## src/rtl/mem_port_arbiter.sv

```systemverilog
// Arbiter for the single-port unified memory shared by the IF and MEM stages.
// Sequences IDLE -> ACCESS x MEM_LAT -> RESP, data-first with a bounded data streak.
module mem_port_arbiter #(
  parameter int unsigned ADDR_W       = 32,
  parameter int unsigned DATA_W       = 32,
  parameter int unsigned MEM_LAT      = 2,
  parameter int unsigned MAX_D_STREAK = 2
) (
  input  logic              clk,
  input  logic              rst_n,
  input  logic              if_req,
  input  logic [ADDR_W-1:0] if_addr,
  output logic [DATA_W-1:0] if_rdata,
  output logic              if_ack,
  input  logic              d_req,
  input  logic              d_we,
  input  logic [ADDR_W-1:0] d_addr,
  input  logic [DATA_W-1:0] d_wdata,
  output logic [DATA_W-1:0] d_rdata,
  output logic              d_ack,
  output logic              mem_en,
  output logic              mem_we,
  output logic [ADDR_W-1:0] mem_addr,
  output logic [DATA_W-1:0] mem_wdata,
  input  logic [DATA_W-1:0] mem_rdata,
  output logic              stall_if,
  output logic              stall_mem
);

  typedef enum logic [1:0] {StIdle, StAccess, StResp} state_e;

  localparam logic [3:0] CntInit   = 4'(MEM_LAT - 1);
  localparam logic [1:0] StreakMax = 2'(MAX_D_STREAK);

  state_e            state_q, state_d;
  logic [3:0]        cnt_q, cnt_d;
  logic [1:0]        d_streak_q, d_streak_d;
  logic              owner_d_q, owner_d_d;  // 1: data port owns the access
  logic              mem_we_q, mem_we_d;
  logic [ADDR_W-1:0] mem_addr_q, mem_addr_d;
  logic [DATA_W-1:0] mem_wdata_q, mem_wdata_d;
  logic [DATA_W-1:0] if_rdata_q, if_rdata_d;
  logic [DATA_W-1:0] d_rdata_q, d_rdata_d;
  logic              grant_d;

  // Data wins unless the fetch has already waited out the streak limit.
  assign grant_d = d_req & (~if_req | (d_streak_q != StreakMax));

  always_comb begin
    state_d     = state_q;
    cnt_d       = cnt_q;
    d_streak_d  = d_streak_q;
    owner_d_d   = owner_d_q;
    mem_we_d    = mem_we_q;
    mem_addr_d  = mem_addr_q;
    mem_wdata_d = mem_wdata_q;
    if_rdata_d  = if_rdata_q;
    d_rdata_d   = d_rdata_q;

    unique case (state_q)
      StIdle: begin
        if (grant_d) begin
          owner_d_d   = 1'b1;
          mem_we_d    = d_we;
          mem_addr_d  = d_addr;
          mem_wdata_d = d_wdata;
          cnt_d       = CntInit;
          state_d     = StAccess;
          if (!if_req) begin
            d_streak_d = 2'd0;
          end else if (d_streak_q != StreakMax) begin
            d_streak_d = d_streak_q + 2'd1;
          end
        end else if (if_req) begin
          owner_d_d  = 1'b0;
          mem_we_d   = 1'b0;
          mem_addr_d = if_addr;
          cnt_d      = CntInit;
          d_streak_d = 2'd0;
          state_d    = StAccess;
        end
      end
      StAccess: begin
        if (cnt_q != 4'd0) begin
          cnt_d = cnt_q - 4'd1;
        end else begin
          if (!mem_we_q) begin
            if (owner_d_q) begin
              d_rdata_d = mem_rdata;
            end else begin
              if_rdata_d = mem_rdata;
            end
          end
          state_d = StResp;
        end
      end
      StResp: begin
        // Never start a new access here, so a still-high req is not served twice.
        state_d = StIdle;
      end
      default: begin
        state_d = StIdle;
      end
    endcase
  end

  always_ff @(posedge clk or negedge rst_n) begin
    if (!rst_n) begin
      state_q     <= StIdle;
      cnt_q       <= 4'd0;
      d_streak_q  <= 2'd0;
      owner_d_q   <= 1'b0;
      mem_we_q    <= 1'b0;
      mem_addr_q  <= '0;
      mem_wdata_q <= '0;
      if_rdata_q  <= '0;
      d_rdata_q   <= '0;
    end else begin
      state_q     <= state_d;
      cnt_q       <= cnt_d;
      d_streak_q  <= d_streak_d;
      owner_d_q   <= owner_d_d;
      mem_we_q    <= mem_we_d;
      mem_addr_q  <= mem_addr_d;
      mem_wdata_q <= mem_wdata_d;
      if_rdata_q  <= if_rdata_d;
      d_rdata_q   <= d_rdata_d;
    end
  end

  assign mem_en    = (state_q == StAccess);
  assign mem_we    = mem_we_q;
  assign mem_addr  = mem_addr_q;
  assign mem_wdata = mem_wdata_q;
  assign if_rdata  = if_rdata_q;
  assign d_rdata   = d_rdata_q;
  assign if_ack    = (state_q == StResp) & ~owner_d_q;
  assign d_ack     = (state_q == StResp) & owner_d_q;
  assign stall_if  = if_req & ~if_ack;
  assign stall_mem = d_req & ~d_ack;

endmodule

```

## config.mk

```make
export PLATFORM = sky130hd
export DESIGN_NAME = mem_port_arbiter
export DESIGN_NICKNAME = d
export VERILOG_FILES = /design/src/rtl/mem_port_arbiter.sv
export SDC_FILE = /design/constraint.sdc
export NUM_CORES = 1
export LEC_CHECK = 0
export CELL_PAD_IN_SITES_DETAIL_PLACEMENT = 1
export CELL_PAD_IN_SITES_GLOBAL_PLACEMENT = 1
export CORE_ASPECT_RATIO = 1.25
export CORE_MARGIN = 3
export CORE_UTILIZATION = 35
export DETAILED_ROUTE_END_ITERATION = 12
export PLACE_DENSITY = 0.83
export SYNTH_ARGS = -nofsm -noshare
export SYNTH_HDL_FRONTEND = slang
export SYNTH_SLANG_ARGS = --single-unit
```

## constraint.sdc

```tcl
create_clock -name clk -period 4.8 [get_ports clk]
set_clock_uncertainty 0.05 [all_clocks]
set_input_delay 0.72 -clock clk [delete_from_list [all_inputs] [get_ports clk]]
set_output_delay 0.72 -clock clk [all_outputs]
set_load 0.05 [all_outputs]
```

==> impl_results.md <==
- Crit path required time: 4030 ps
- ANT cells: 0
- Post-synthesis simple-gate area fraction: 0.02160
- Worst path max stage delay: 810 ps
- Drt drc: 0
- Post-synthesis sequential area ratio: 0.5844
- Die W: 122.2 um
- Leak pwr: 4.097 nW
- Clk sink count: 138
- Critical path's top delay family: buffers and inverters
- Post-Synth XOR/XNOR Area: 0
- Maxcap violations: 0
- PnR worst setup slack: 1733 ps
- Arr. time, crit path: 2300 ps
- DP HPWL: 12860 um
- CP Depth: 3
- Crit Path Class: input pin to output pin
- Setup violators final: 0
- Layout cells sized above 1: 0.2101
- # fillers: 1636
- Clock Path Buffers: 2
- Critical path capture point type: output pin
- Tmin final: 3067 ps
- Crit-path most repeated cell: clkdlybuf4s50_1
- RSZ-0062 raised after global routing: false
- Total power: 8.092 mW
- Die Area: 0.01849 mm^2
- Largest net degree at the start of global routing: 107
- Drt pass-1 iters: 5
- Outcome: complete, no violations
- Rel. slew slack: 0.2599
- CTS tree: built
- Vias in the first global route: 4907
- Layout Area Growth over Synthesis: 57.19%
- Final slew viol count: 0
- Yosys top cell by area: dfrtp_1
- Unique masters post-synth: 29
- Routed vias/inst: 4.828
- Fin crit share: 0.6389
- Critical Path, Cell by Cell: clkdlybuf4s50_1, nor2b_1, clkdlybuf4s50_1
- Final Hold Vio Count: 0
- CTS H-tree depth: 4
- # hold bufs at CTS: 0
- Seq cells post-synth: 138
- Worst-Margin Slew: 1110 ps
- Synth Area in Compound Gates: 0.06902
- Ports: 267
- Initial core utilization: 0.3604
- Clk slew on worst S/H paths: 60 ps
- Crit path launch type: input pin
- Syn_nets: 535
- Top cell type's share of synthesized area: 0.5844
- Post-synthesis cell count: 399
- YS warnings: 0
- Die Span Y: 151.3 um
- GP Congestion: 0.7559
- Synth Area in Adders: 0.006352
- Worst R2R Path Depth: 3
- Fmax: 326.1 MHz
- Final setup TNS: 0 ps
- Power Density: 871.2 mW/mm^2
- Multiplexer share of the synthesized area: 0.2788
- Site Rows: 52
- Area contributors post-synth: dfrtp_1 58%, mux2_4 15%, mux2_2 7.1%
- Post-Syn Area per Cell: 14.81 um^2
- Main combinational cell family by area after synthesis: multiplexers
- Antenna Nets Post-Route: 0
- Total track usage: 0.1858
- Core area: 0.01640 mm^2
- Peak VDD IR: 0.0004505 V
- Syn Std Cell Area: 0.005909 mm^2
- Clock Root Buffer: clkbuf_16
- PostCTS Resize Cnt: 0
- Post-Route WL: 17220 um
- Worst min-delay path class: input pin to async pin
- Wire length of the first global-routing pass: 26300 um
- Worst skew pair latency: 400 ps
- Grt total ovfl: 0
- Postcts setup bufs: 0
- CP max-delay cell: clkdlybuf4s50_1
- DP Worst Slack: 1718 ps
- Final Util: 0.5665
- PortBufs: 266
- Initial antenna violation count: 0
- Crit path max fanout: 5
- CTS Buf Count: 17
- Vias: 4307
- Nets: 799
- Worst Path Buf+Inv: 2
- Initial DRC Count: 144
- WL per Instance: 19.31 um
power by group:
part | total (mW) | internal, mW | switching, mW
combinational | 4.65 | 1.77 | 2.88
sequential | 2.11 | 1.76 | 0.351
clock | 1.34 | 0.836 | 0.502
layout make-up:
class | count | area [um^2] | share of cell area
timing repair buffer | 270 | 2694 | 0.2900
clock buffer | 19 | 442.9 | 0.04768
sequential | 138 | 3453 | 0.3718
multi-input combinational | 230 | 2237 | 0.2408
inverter | 6 | 22.52 | 0.002425
tap | 216 | 270.3 | 0.02909
clock inverter | 13 | 168.9 | 0.01818
registers in the layout, indices dropped and copies added (netlist names):
register and cells:
d_streak_q 2, mem_addr 32, cnt_q 4, if_rdata 32, d_rdata 32, owner_d_q 1
state_q 2, mem_we 1, mem_wdata 32
cells in the final DEF, fill, tap and decap left out, drive strengths merged, types with 3 or more instances in the layout:
cell | synthesis | final
clkinv | 0 | 5
nor2 | 4 | 4
o21ai | 70 | 70
mux2i | 33 | 33
inv | 6 | 8
ha | 3 | 3
dfrtp | 138 | 138
nor3b | 3 | 3
clkinvlp | 0 | 3
buf | 13 | 5
bufinv | 0 | 3
mux2 | 97 | 97
clkdlybuf4s50 | 0 | 265
clkbuf | 12 | 19
Yosys cell counts:
| library cell | n |
|---|---|
| or4_1 | 2 |
| nand4b_1 | 2 |
| a22o_1 | 1 |
| o22ai_1 | 1 |
| a21o_1 | 1 |
| o2bb2ai_1 | 1 |
| clkbuf_1 | 12 |
| o21ai_1 | 1 |
| buf_2 | 5 |
| mux2_4 | 60 |
| inv_1 | 6 |
| or3b_1 | 1 |
| nor3b_1 | 3 |
| mux2_2 | 37 |
| a21boi_0 | 1 |
| mux2i_1 | 33 |
| nor2b_1 | 2 |
| or2_2 | 2 |
| o21ai_0 | 69 |
| nand2b_1 | 1 |
| buf_6 | 2 |
| nor2_1 | 4 |
| a31o_2 | 1 |
| a21bo_2 | 1 |
| ha_1 | 3 |
| nor3_1 | 2 |
| or2b_1 | 1 |
| dfrtp_1 | 138 |
| buf_12 | 6 |
cell families (layout without fill, tap and decap cells):
family / after synthesis / after routing
flops: 138 / 138
mux: 130 / 130
compound gates: 77 / 77
buf+inv: 31 / 308
simple gates: 20 / 20
fa+ha+maj: 3 / 3
layer usage:
| metal | track usage | routed length, um |
|---|---|---|
| met5 | 0 | 0 |
| met4 | 0.06499 | 386 |
| met3 | 0.07097 | 1290 |
| met2 | 0.3367 | 9193 |
| met1 | 0.1955 | 6352 |
path summary, 6_finish.rpt:
kind | start | to | slack [ps]
min in group clk | d_streak_q[0] | d_streak_q[0] | 440
max | if_req | stall_if | 1730
min reg2reg | d_streak_q[0] | d_streak_q[0] | 440
max in group asynchronous | rst_n | mem_wdata[7] | 3270
max reg2reg | state_q[1] | d_rdata[29] | 2090
min | rst_n | d_rdata[23] | 390
stage by stage:
| step | hold slack, ps | cell area, um^2 | std cells |
|---|---|---|---|
| floorplan | 374.4 | 5909 | 399 |
| detailed placement | 432.6 | 8677 | 860 |
| global route | 445.6 | 9289 | 892 |
| global placement | 418.6 | 8677 | 860 |
| finish | 387.6 | 9289 | 892 |
| CTS | 418.0 | 9289 | 892 |
No activity file was read; power rests on OpenSTA's default activity.
